File: config.mk
export PLATFORM = sky130hd
export DESIGN_NAME = prefetch_queue
export DESIGN_NICKNAME = d
export VERILOG_FILES = /design/src/rtl/prefetch_queue_pkg.sv /design/src/rtl/prefetch_queue_byte_ring.sv /design/src/rtl/prefetch_queue.sv
export SDC_FILE = /design/constraint.sdc
export NUM_CORES = 1
export LEC_CHECK = 0
export ABC_AREA = 0
export ABC_CLOCK_PERIOD_IN_PS = 3500
export CAP_MARGIN = 20
export CORE_MARGIN = 2
export CORE_UTILIZATION = 40
export DETAILED_ROUTE_END_ITERATION = 16
export PLACE_DENSITY = 0.6
export SLEW_MARGIN = 10
export SYNTH_ARGS = -nofsm -noshare
export SYNTH_HDL_FRONTEND = slang
export SYNTH_SLANG_ARGS = --single-unit
File: constraint.sdc
create_clock -name clk -period 3.5 [get_ports clk]
set_input_delay 0.7 -clock clk [delete_from_list [all_inputs] [get_ports clk]]
set_output_delay 0.7 -clock clk [all_outputs]
set_load 0.1 [all_outputs]
File: src/rtl/prefetch_queue_pkg.sv
// Shared definitions for the instruction prefetch queue.
// - Bus FSM state encodings.
// - Modulo add helper used for ring pointer arithmetic.
package prefetch_queue_pkg;

  localparam int unsigned StateW = 2;

  localparam logic [StateW-1:0] StIdle    = 2'd0;
  localparam logic [StateW-1:0] StReq     = 2'd1;
  localparam logic [StateW-1:0] StDiscard = 2'd2;

  // (base + off) mod depth, valid while base < depth and off <= depth.
  function automatic int unsigned wrap_add(int unsigned base, int unsigned off,
                                           int unsigned depth);
    int unsigned s;
    s = base + off;
    if (s >= depth) s = s - depth;
    return s;
  endfunction

endpackage

File: src/rtl/prefetch_queue_byte_ring.sv
// Byte ring buffer with multi-byte push and pop and a zero-masked read window.
// Ports:
//   clk, rst        clock, asynchronous active-low reset
//   flush           empty the ring (overrides push and pop)
//   push_cnt        number of bytes to push from push_data (byte 0 first)
//   push_data       push bytes, little-endian
//   pop_req         requested pop count; clamped to the current count
//   pop_cnt         pop count actually applied this cycle
//   window          WIN oldest bytes, byte 0 in the LSBs; empty slots read 0
//   count           bytes currently held
module prefetch_queue_byte_ring
  import prefetch_queue_pkg::*;
#(
  parameter int unsigned DEPTH    = 6,
  parameter int unsigned PUSH_MAX = 1,
  parameter int unsigned WIN      = 4,
  localparam int unsigned PtrW    = $clog2(DEPTH),
  localparam int unsigned CntW    = $clog2(DEPTH + 1),
  localparam int unsigned PushW   = $clog2(PUSH_MAX + 1),
  localparam int unsigned PopW    = $clog2(WIN + 1)
) (
  input  logic                  clk,
  input  logic                  rst,
  input  logic                  flush,
  input  logic [PushW-1:0]      push_cnt,
  input  logic [8*PUSH_MAX-1:0] push_data,
  input  logic [PopW-1:0]       pop_req,
  output logic [PopW-1:0]       pop_cnt,
  output logic [8*WIN-1:0]      window,
  output logic [CntW-1:0]       count
);

  logic [7:0]      mem_q [DEPTH];
  logic [7:0]      mem_d [DEPTH];
  logic [PtrW-1:0] rd_q, rd_d;
  logic [PtrW-1:0] wr_q, wr_d;
  logic [CntW-1:0] cnt_q, cnt_d;
  int unsigned     n_pop;

  always_comb begin
    n_pop = 32'(pop_req);
    if (n_pop > 32'(cnt_q)) n_pop = 32'(cnt_q);
    pop_cnt = PopW'(n_pop);

    mem_d = mem_q;
    rd_d  = rd_q;
    wr_d  = wr_q;
    cnt_d = cnt_q;
    if (flush) begin
      rd_d  = '0;
      wr_d  = '0;
      cnt_d = '0;
    end else begin
      for (int unsigned i = 0; i < PUSH_MAX; i++) begin
        if (i < 32'(push_cnt)) begin
          mem_d[PtrW'(wrap_add(32'(wr_q), i, DEPTH))] = push_data[8*i +: 8];
        end
      end
      wr_d  = PtrW'(wrap_add(32'(wr_q), 32'(push_cnt), DEPTH));
      rd_d  = PtrW'(wrap_add(32'(rd_q), n_pop, DEPTH));
      // Push and pop in the same cycle both apply.
      cnt_d = CntW'(32'(cnt_q) - n_pop + 32'(push_cnt));
    end
  end

  always_comb begin
    window = '0;
    for (int unsigned i = 0; i < WIN; i++) begin
      if (i < 32'(cnt_q)) begin
        window[8*i +: 8] = mem_q[PtrW'(wrap_add(32'(rd_q), i, DEPTH))];
      end
    end
  end

  assign count = cnt_q;

  always_ff @(posedge clk or negedge rst) begin
    if (!rst) begin
      for (int unsigned i = 0; i < DEPTH; i++) mem_q[i] <= 8'h00;
      rd_q  <= '0;
      wr_q  <= '0;
      cnt_q <= '0;
    end else begin
      mem_q <= mem_d;
      rd_q  <= rd_d;
      wr_q  <= wr_d;
      cnt_q <= cnt_d;
    end
  end

endmodule

File: src/rtl/prefetch_queue.sv
// Instruction prefetch queue: fetches code bytes at (cs<<4)+fetch_ip over a
// req/ack bus, buffers them in a byte ring and presents an instruction window.
// Ports:
//   clk, rst        clock, asynchronous active-low reset
//   cs              code segment, sampled when a request is issued
//   ip_load/ip_new  reload both IPs and flush the queue
//   bus_req/addr    read request, held stable until bus_ack
//   bus_ack/rdata   read completion and data, little-endian
//   consume_en/cnt  retire bytes from the front of the window
//   instr_window    oldest bytes, byte 0 in the LSBs; empty slots read 0
//   valid_bytes     queued byte count
//   exec_ip         IP of window byte 0
//   fetch_ip        IP of the next byte to fetch
module prefetch_queue
  import prefetch_queue_pkg::*;
#(
  parameter int unsigned BUS_BYTES = 1,
  parameter int unsigned DEPTH     = 6,
  parameter int unsigned WIN_BYTES = 4,
  parameter int unsigned ADDR_W    = 20
) (
  input  logic                           clk,
  input  logic                           rst,
  input  logic [15:0]                    cs,
  input  logic                           ip_load,
  input  logic [15:0]                    ip_new,
  output logic                           bus_req,
  output logic [ADDR_W-1:0]              bus_addr,
  input  logic                           bus_ack,
  input  logic [8*BUS_BYTES-1:0]         bus_rdata,
  input  logic                           consume_en,
  input  logic [$clog2(WIN_BYTES+1)-1:0] consume,
  output logic [8*WIN_BYTES-1:0]         instr_window,
  output logic [$clog2(DEPTH+1)-1:0]     valid_bytes,
  output logic [15:0]                    exec_ip,
  output logic [15:0]                    fetch_ip
);

  localparam int unsigned CntW  = $clog2(DEPTH + 1);
  localparam int unsigned PopW  = $clog2(WIN_BYTES + 1);
  localparam int unsigned PushW = $clog2(BUS_BYTES + 1);

  logic [StateW-1:0]      state_q, state_d;
  logic                   bus_req_q, bus_req_d;
  logic [ADDR_W-1:0]      bus_addr_q, bus_addr_d;
  logic [15:0]            exec_ip_q, exec_ip_d;
  logic [15:0]            fetch_ip_q, fetch_ip_d;

  logic [PushW-1:0]       push_cnt;
  logic [8*BUS_BYTES-1:0] push_data;
  logic [PopW-1:0]        pop_req;
  logic [PopW-1:0]        pop_cnt;
  logic [CntW-1:0]        ring_cnt;
  logic [ADDR_W-1:0]      fetch_addr;
  logic                   odd_fetch;
  logic                   free_ok;

  assign fetch_addr = ADDR_W'({cs, 4'h0}) + ADDR_W'(fetch_ip_q);
  // A wide bus at an odd IP only delivers the upper byte as useful data.
  assign odd_fetch  = (BUS_BYTES == 2) && fetch_ip_q[0];
  // Registered count only: the single outstanding request always has room.
  assign free_ok    = (DEPTH - 32'(ring_cnt)) >= BUS_BYTES;

  always_comb begin
    state_d    = state_q;
    bus_req_d  = bus_req_q;
    bus_addr_d = bus_addr_q;
    fetch_ip_d = fetch_ip_q;
    push_cnt   = '0;
    push_data  = odd_fetch ? (bus_rdata >> 8) : bus_rdata;
    pop_req    = consume_en ? consume : '0;

    case (state_q)
      StIdle: begin
        if (!ip_load && free_ok) begin
          state_d    = StReq;
          bus_req_d  = 1'b1;
          bus_addr_d = fetch_addr;
        end
      end
      StReq: begin
        if (bus_ack) begin
          state_d   = StIdle;
          bus_req_d = 1'b0;
          if (!ip_load) begin
            push_cnt   = odd_fetch ? PushW'(1) : PushW'(BUS_BYTES);
            fetch_ip_d = fetch_ip_q + (odd_fetch ? 16'd1 : 16'(BUS_BYTES));
          end
        end else if (ip_load) begin
          // Bus cycle cannot be cancelled; finish it and drop its data.
          state_d = StDiscard;
        end
      end
      StDiscard: begin
        if (bus_ack) begin
          state_d   = StIdle;
          bus_req_d = 1'b0;
        end
      end
      default: begin
        state_d   = StIdle;
        bus_req_d = 1'b0;
      end
    endcase

    exec_ip_d = exec_ip_q + 16'(pop_cnt);
    if (ip_load) begin
      exec_ip_d  = ip_new;
      fetch_ip_d = ip_new;
    end
  end

  always_ff @(posedge clk or negedge rst) begin
    if (!rst) begin
      state_q    <= StIdle;
      bus_req_q  <= 1'b0;
      bus_addr_q <= '0;
      exec_ip_q  <= '0;
      fetch_ip_q <= '0;
    end else begin
      state_q    <= state_d;
      bus_req_q  <= bus_req_d;
      bus_addr_q <= bus_addr_d;
      exec_ip_q  <= exec_ip_d;
      fetch_ip_q <= fetch_ip_d;
    end
  end

  prefetch_queue_byte_ring #(
    .DEPTH    (DEPTH),
    .PUSH_MAX (BUS_BYTES),
    .WIN      (WIN_BYTES)
  ) u_ring (
    .clk       (clk),
    .rst       (rst),
    .flush     (ip_load),
    .push_cnt  (push_cnt),
    .push_data (push_data),
    .pop_req   (pop_req),
    .pop_cnt   (pop_cnt),
    .window    (instr_window),
    .count     (ring_cnt)
  );

  assign bus_req     = bus_req_q;
  assign bus_addr    = bus_addr_q;
  assign valid_bytes = ring_cnt;
  assign exec_ip     = exec_ip_q;
  assign fetch_ip    = fetch_ip_q;

endmodule
# == Word level (Yosys, flattened, before mapping) ==
# Cells that the tools add are included.
# Widths: inputs -> output; s select.
# op_classes
n_addsub,18
n_lt_le_gt_ge,20
n_eq_ne,6
muxes,52
bitwise,6
reduce_logical,12
# op_table
op,n
$mux 8,13
$bmux 8 s3,4
$mux 16,4
$mux 3,18
$bwmux 48,1
$ge 32x1->1 const B,1
$demux 8 s3,1
$sub 3x3->3 const B,7
$add 20x16->20,1
$ge 4x3->1 const B,5
$ge 4x4->1 const B,5
$not 3->4,5
$add 16x1->16 const B,1
$add 16x3->16,1
$add 3x2->4 const B,2
$mux 2,4
$reduce_and 2->1,4
$ge 3x3->1 const B,2
$lt 1x3->1 const A,2
$lt 2x3->1 const A,2
$pmux 2 s3,1
$mux 1,5
$add 3x1->4,1
$add 3x1->4 const B,1
other kinds (20),23
# totals
ff_bits,112
in_bits,48
out_inout_bits,88
wordCells,128

# == Logic depth before layout (Yosys ltp) ==
# Gate-level depths: netlist of run 1.
# depth
depth_word,12
ltp_mapped,16
ltp_nobuf,16

# == Modules after synthesis ==
# From an unflattened synthesis of run 1, not the netlist that was laid out.
# hier_totals
hier_cells,744
hier_area_um2,7723.7
# by_module_without_submodules
module,n_inst,cells_per_inst,area_each_um2,seq_area_each_um2
prefetch_queue_byte_ring,1,396,4366.7,1426.4
prefetch_queue,1,348,3357.0,1376.3

# == Worst setup path after synthesis of run 1 ==
# Ideal clock, no wire load.
# synth_path
path_type,flip-flop to output port
from,reg u_ring.rd_q[0]
to,out instr_window[23]
arrival_ns,3.865
t_required_ns,2.800
slack_ns,-1.065
stages_incl_launch_ff,12
path_buffers,4
path_cell_list,dfrtp_1 buf_2 buf_4 buf_2 inv_1 ha_1 a211oi_2 xnor2_2 buf_2 nor2_1 a211o_1 a21oi_1
# synth_via
elab_chain_cells,9
word_cells_on_any_way,10
classes_between,add/sub (2); order compare (1); mux (6); bitwise (1)
# synth_lines
item,line,source
from (decl),prefetch_queue_byte_ring.sv:35,"logic [PtrW-1:0] rd_q, rd_d;"
from (signal assigned),prefetch_queue_byte_ring.sv:85,rd_q <= rd_d;
$add 3x2->4 *,prefetch_queue_pkg.sv:16,s = base + off;
$ge 4x3->1 / $sub 3x3->3 (equally long branches),prefetch_queue_pkg.sv:17,if (s >= depth) s = s - depth;
$mux 3 *,prefetch_queue_pkg.sv:17,
$mux 3 *,prefetch_queue_byte_ring.sv:69,if (i < 32'(cnt_q)) begin
$not 3->4 (not written as such) *,prefetch_queue_byte_ring.sv:70,"window[8*i +: 8] = mem_q[PtrW'(wrap_add(32'(rd_q), i, DEPTH))];"
$bmux 8 s3 *,prefetch_queue_byte_ring.sv:70,
$mux 8 (not written as such) * (2 in series),prefetch_queue_byte_ring.sv:70,
$mux 8 *,prefetch_queue_byte_ring.sv:69,
to (decl),prefetch_queue.sv:33,"output logic [8*WIN_BYTES-1:0] instr_window,"
# Mark *: on every way between the ends. The rest lies on a longest branch, timed or not. The select of a mux whose other input is x is not followed.

# == Final worst setup path of run 1 ==
# layout_path
from,in consume[1]
to,"reg exec_ip_q[5], in the netlist exec_ip[5]"
# layout_via
elab_chain_cells,5
# layout_lines
item,line,source
from (decl),prefetch_queue.sv:32,"input logic [$clog2(WIN_BYTES+1)-1:0] consume,"
$mux 3 *,prefetch_queue.sv:71,pop_req = consume_en ? consume : '0;
$gt 3x3->1,prefetch_queue_byte_ring.sv:42,if (n_pop > 32'(cnt_q)) n_pop = 32'(cnt_q);
$mux 3 *,prefetch_queue_byte_ring.sv:42,
$add 16x3->16 *,prefetch_queue.sv:106,exec_ip_d = exec_ip_q + 16'(pop_cnt);
$mux 16 *,prefetch_queue.sv:107,if (ip_load) begin
named net exec_ip_d[5],prefetch_queue.sv:46,"logic [15:0] exec_ip_q, exec_ip_d;"
to (signal assigned),prefetch_queue.sv:124,exec_ip_q <= exec_ip_d;
to (decl),prefetch_queue.sv:46,
# Mark *: on every way through the listed nets, which the timed path passes. The rest lies on a longest branch.
# A chain may end at the register's enable or synchronous reset.

==> flow_metrics.py, run 1 <==
metrics = {
    "cts": {
        "root_buffer": "clkbuf_16",
        "cts.sinks": 112,
        "cts_buffers": 9,
        "ctsLongestPathBuffers": 2,
        "htree_levels": 3,
        "cts_tree": "yes",
        "worstSkewPairLatency_ps": 350,
        "clk_pin_slew_ps": 80,
    },
    "global_routing": {
        "grt_overflow_total": 0,
        "grt_antenna_before_repair": 0,
        "grt_max_degree": 57,
        "grt_pass1_wl_um": 33900,
        "groute.usage.overall_pct": 21.3,
        "grt_pass1_vias": 6432,
    },
    "worst_setup_path": {
        "reg2reg_from": "u_ring.count[1]",
        "critPathCaptureType": "flop",
        "required_ps": 3740,
        "critPathMaxFanout": 6,
        "cp.arrival_ps": 3630,
        "cp-start-kind": "primary input",
        "critPathKind": "in -> reg",
        "critPathLaunch": "consume[1]",
    },
    "routing": {
        "wire_per_inst_um": 18.4,
        "drt_iter0_drc": 334,
        "drcViolationCount": 0,
        "viasPerCell": 5.58,
        "first_pass_iters": 7,
        "wirelength_um": 20900,
        "antenna_left": 0,
        "vias": 6330,
    },
    "placement": {
        "place_congestion": 0.872,
        "dpl.hpwl_um": 15800,
        "postPlaceCellArea_sq_um": 9770,
        "port_buffers": 135,
        "place_inst": 1118,
    },
    "cells_and_area": {
        "design_area_sq_um": 10200,
        "diodes": 0,
        "finalNetCount": 988,
        "drive_gt1_share_pct": 31.3,
        "area_growth_pct": 34.9,
        "fin_util_pct": 54.8,
        "nFillCells": 1622,
        "fin_cells": 1135,
    },
    "synthesis": {
        "ys_ff_latch": 112,
        "yosysUniqueCellTypes": 57,
        "synth_area_leaders": "dfrtp_1, mux2_2, ha_1, mux2i_1, mux4_2",
        "async_flop_share_pct": 100,
        "synth_most_common_cell": "dfrtp_1",
        "syn_area_per_cell_sq_um": 10.1,
        "synthTopCellsByCount": "dfrtp_1, mux2_2, nor2_1",
        "ys.flop_type": "dfrtp_1",
        "syn_inst": 748,
        "yosysTopAreaCell": "dfrtp_1",
        "syn_nets": 838,
        "synth_top_area_share_pct": 37.1,
        "synth-edff-count": 0,
        "yosys_warnings": 0,
        "ys_seq_area_share_pct": 37.1,
        "synth_area_sq_um": 7540,
    },
    "timing": {
        "timing.fmax_mhz": 294,
        "slew_violations": 0,
        "finalCriticalPeriod_ps": 3400,
        "setup_viol": 0,
        "hold_viol": 0,
        "tightest_slew_ps": 997,
        "rsz0062_at_grt": "yes",
        "relSlewSlack_pct": 33.3,
        "skew_ps": 8.75,
        "setup-tns-final_ps": 0,
        "finalCritPeriodShare_pct": 97.0,
    },
    "floorplanning": {
        "fp.dieH_um": 141,
        "initial_utilization_pct": 40.6,
        "core_area_sq_um": 18600,
        "rows": 50,
        "die_w_um": 141,
        "fp.dieArea_sq_um": 20000,
        "ios": 136,
    },
    "worst_hold_path": {
        "hold_path_class": "in -> async",
    },
    "power": {
        "total_power_mw": 9.98,
        "power-per-cell-area_nw_per_um2": 981,
        "peakVddDrop_mv": 0.493,
        "p_leak_nw": 4.32,
    },
    "outcome": {
        "status": "complete, no violations",
    },
    "flow_run": {
        "maxCapViolCount": 0,
    },
}
-- area by class of cell --
class	instances	area, sq um	share of cell area [%]
Timing Repair Buffer	173	1900	18.6
Tap cell	234	293	2.88
Clock inverter	5	58.8	0.578
Clock buffer	9	225	2.21
Multi-Input combinational cell	580	4810	47.3
Inverter	22	82.6	0.812
Sequential cell	112	2810	27.6
-- cells in the final DEF (no fill, tap or decap), types with 5 or more instances in the layout --
master / netlist / final
dfrtp_1: 112 / 108
mux2_2: 86 / 84
clkdlybuf4s50_1: 0 / 70
buf_4: 7 / 68
nand2_1: 59 / 59
nor2_1: 69 / 54
ha_1: 38 / 35
nand3_1: 35 / 34
mux2i_1: 33 / 33
buf_12: 0 / 33
o21ai_0: 30 / 29
xnor2_1: 25 / 23
inv_1: 21 / 21
a21oi_1: 33 / 19
nor2_2: 4 / 19
xor2_1: 17 / 17
mux4_2: 14 / 14
nor3_1: 12 / 12
a31oi_1: 13 / 12
nand2b_1: 12 / 12
nor2b_1: 11 / 10
a21oi_4: 0 / 9
clkbuf_16: 0 / 9
o22ai_1: 8 / 8
a22oi_1: 8 / 8
o31ai_4: 0 / 7
and3_1: 7 / 7
a21o_1: 7 / 6
a21oi_2: 1 / 6
o21a_1: 5 / 5
-- metal layers --
metal | share of wire [%] | track usage [%]
met1 | 43 | 27.1
met3 | 5.4 | 4.93
met4 | 1.6 | 5.84
met5 | 0 | 0
met2 | 50 | 36.5
-- final timing paths --
kind                                        end  slack (ps)  cells past startpoint
worst max-delay path                 exec_ip[5]         100                     13
worst min-delay path             u_ring.rd_q[2]         140                      1
worst max register to register   u_ring.rd_q[1]         430                     15
worst min register to register      bus_addr[8]         480                      2
max in group asynchronous       u_ring.mem_q[5]        2460                      2
min in group clk                    bus_addr[8]         480                      2
-- critical path, stage by stage --
cell             delay [ps]
clkdlybuf4s50_1         400
and2_4                  170
ha_4                    280
a21o_1                  130
a21oi_2                  70
a31oi_4                 260
mux2_4                  350
ha_1                    310
buf_4                   160
a21o_4                  230
and3_1                  190
xor2_1                  140
mux2_2                  260
-- state kept, by name, summed over array words and instances, names as in the netlist --
register	count
u_ring.mem_q	48
bus_addr	20
exec_ip	16
fetch_ip	16
u_ring.count	3
u_ring.rd_q	3
u_ring.wr_q	3
state_q	2
bus_req	1
-- stage by stage --
step	hold WS [ps]	setup slack (ps)
final	141	104
after global routing	135	-15.2
after CTS	132	32.3
after detailed placement	473	-600
after global placement	469	-513
after floorplan	404	-51.0
-- repair_timing --
| action | CTS | global route |
|---|---|---|
| pin swaps | 2 | 4 |
| hold endpoints to repair | 0 | 0 |
| setup buffers | 0 | 3 |
| setup endpoints to repair | 13 | 26 |
| resized for setup | 11 | 12 |
| hold buffers | 0 | 0 |
-- logic make-up (layout without fill, tap and decap cells) --
logic type	count (synthesis)	after routing	share of synthesized area, %
buf+inv	56	209	3.28
xor+xnor	43	43	5.09
fa+ha+maj	42	42	7.36
flops	112	112	37.1
mux	133	133	21.4
compound gates	135	135	11.7
simple gates	227	227	14.0
-- power breakdown --
group          switching, mW  leakage [nW]  internal, mW
sequential             0.314          1.42          1.62
combinational           4.65          2.76          2.36
clock                  0.484         0.134         0.550
total                   5.45          4.32          4.53
(Power assumes the default switching activity.)
==> run 2, diff against run 1 <==
Settings changed: CTS_BUF_LIST set to sky130_fd_sc_hd__clkbuf_2 sky130_fd_sc_hd__clkbuf_4 sky130_fd_sc_hd__clkbuf_8, SLEW_MARGIN 10 to unset.
==> run 2 against run 1 <==
Net effect: clock power fell by 24%; die area did not move; first-iteration DRC count fell by 4.8%; critical endpoint unchanged; largest cell class unchanged; largest power group unchanged.
==> flow_metrics.py, run 2 (same netlist as run 1, synthesis figures left out) <==
metrics = {
    "outcome": {
        "status": "complete, no violations",
    },
    "worst_setup_path": {
        "critPathMaxFanout": 6,
        "crit_path_frequent_cell": "a21o_1",
        "slowest_stage": "clkdlybuf4s50_1",
        "cp-start-kind": "primary input",
        "cp.arrival_ps": 3680,
        "critPathKind": "in -> reg",
        "required_ps": 3770,
        "critPathCaptureType": "flop",
        "cpPeakStageDelay_ps": 400,
        "cp_cell_sequence": "clkdlybuf4s50_1, and2_4, ha_4, a21o_1, a21oi_2, a31oi_4, mux2_4, ha_1, a21o_1, a21o_4, and3_1, xor2_1, mux2_2",
    },
    "flow_run": {
        "maxCapViolCount": 0,
    },
    "cells_and_area": {
        "nFillCells": 1635,
        "finalNetCount": 987,
        "largest_register": "u_ring.mem_q",
        "fin_util_pct": 54.2,
        "mostFrequentLayoutCells": "dfrtp_1, mux2_2, clkdlybuf4s50_1",
        "largest_reg_flops": 48,
        "design_area_sq_um": 10100,
        "area_growth_pct": 33.4,
        "fin_cells": 1134,
        "layout_commonest_cell": "dfrtp_1",
        "diodes": 0,
        "drive_gt1_share_pct": 31.2,
    },
    "timing": {
        "slew_violations": 0,
        "finalCriticalPeriod_ps": 3410,
        "setup-tns-final_ps": 0,
        "rsz0062_at_grt": "no",
        "timing.fmax_mhz": 294,
        "relSlewSlack_pct": 33.3,
        "tightest_slew_ps": 997,
        "skew_ps": 15.4,
        "finalCritPeriodShare_pct": 97.3,
        "layout_setup_ws_ps": 94.2,
        "hold_viol": 0,
        "setup_viol": 0,
    },
    "routing": {
        "drt_iter0_drc": 318,
        "drcViolationCount": 0,
        "antenna_left": 0,
        "wirelength_um": 21100,
        "vias": 6295,
        "wire_per_inst_um": 18.6,
        "viasPerCell": 5.55,
        "first_pass_iters": 7,
    },
    "power": {
        "peakVddDrop_mv": 0.493,
        "power-per-cell-area_nw_per_um2": 966,
        "p_leak_nw": 4.26,
    },
    "placement": {
        "place_inst": 1118,
        "post-place-ws_ps": -600,
        "postPlaceCellArea_sq_um": 9770,
        "port_buffers": 135,
        "place_congestion": 0.872,
        "dpl.hpwl_um": 15800,
    },
    "floorplanning": {
        "fp.dieH_um": 141,
        "core_area_sq_um": 18600,
        "rows": 50,
        "die_w_um": 141,
        "initial_utilization_pct": 40.6,
        "fp.dieArea_sq_um": 20000,
        "ios": 136,
    },
    "worst_hold_path": {
        "hold_path_class": "in -> async",
    },
    "cts": {
        "ctsLongestPathBuffers": 2,
        "clk_pin_slew_ps": 110,
        "cts.sinks": 112,
        "cts_buffers": 9,
        "worstSkewPairLatency_ps": 380,
        "hold_buffers": 0,
        "htree_levels": 3,
        "root_buffer": "clkbuf_8",
        "cts_tree": "yes",
    },
    "global_routing": {
        "grt_antenna_before_repair": 0,
        "grt_pass1_wl_um": 33800,
        "groute.usage.overall_pct": 21.2,
        "grt_overflow_total": 0,
        "grt_max_degree": 57,
        "grt_pass1_vias": 6408,
    },
}
run 2: report_power, final:
part / switching, mW / internal [mW]
sequential: 0.314 / 1.62
combinational: 4.66 / 2.36
clock: 0.453 / 0.326
total: 5.42 / 4.31
run 2: timing repair:
action,in CTS,in global routing
endpoints found under the setup margin,18,36
buffers inserted,0,2
pin swaps,1,3
gates resized for setup,8,18
endpoints found under the hold margin,0,0
run 2: layer usage:
metal	GRT usage (%)	wire (um)	vias to the layer above
met5	0	0	-
met4	5.53	279	0
met3	4.93	1160	20
met2	36.3	10500	171
met1	27.0	9130	3135
li1	-	-	2969
run 2: critical path, delay by kind of cell:
kind | cells | cell delay [ps]
compound gates | 5 | 890
simple gates | 2 | 360
xor+xnor | 1 | 140
mux | 2 | 630
fa+ha+maj | 2 | 560
buf+inv | 1 | 400
run 2: final timing paths:
| check | startpoint | endpoint | slack [ps] | depth (start not counted) |
|---|---|---|---|---|
| worst max-delay path | consume[1] | exec_ip[5] | 90 | 13 |
| worst min-delay path | rst | u_ring.rd_q[2] | 100 | 1 |
| worst max register to register | u_ring.count[1] | exec_ip[5] | 390 | 12 |
| worst min register to register | bus_addr[8] | bus_addr[8] | 490 | 2 |
| max in group asynchronous | rst | u_ring.mem_q[33] | 2480 | 2 |
| min in group clk | bus_addr[8] | bus_addr[8] | 490 | 2 |
run 2: cell type report:
type                            count  area, sq um  area share, %
Clock buffer                        9          124           1.23
Tap cell                          234          293           2.91
Timing Repair Buffer              172         1890           18.8
Multi-Input combinational cell    580         4810           47.8
Clock inverter                      5         58.8          0.584
Sequential cell                   112         2810           27.9
Inverter                           22         82.6          0.820
run 2: per-stage QoR:
stage,total power [mW],hold slack [ps]
after floorplan,6.91,404
after global placement,8.73,469
after detailed placement,8.83,473
after CTS,9.67,84.1
after global routing,10.2,89.9
final,9.73,105
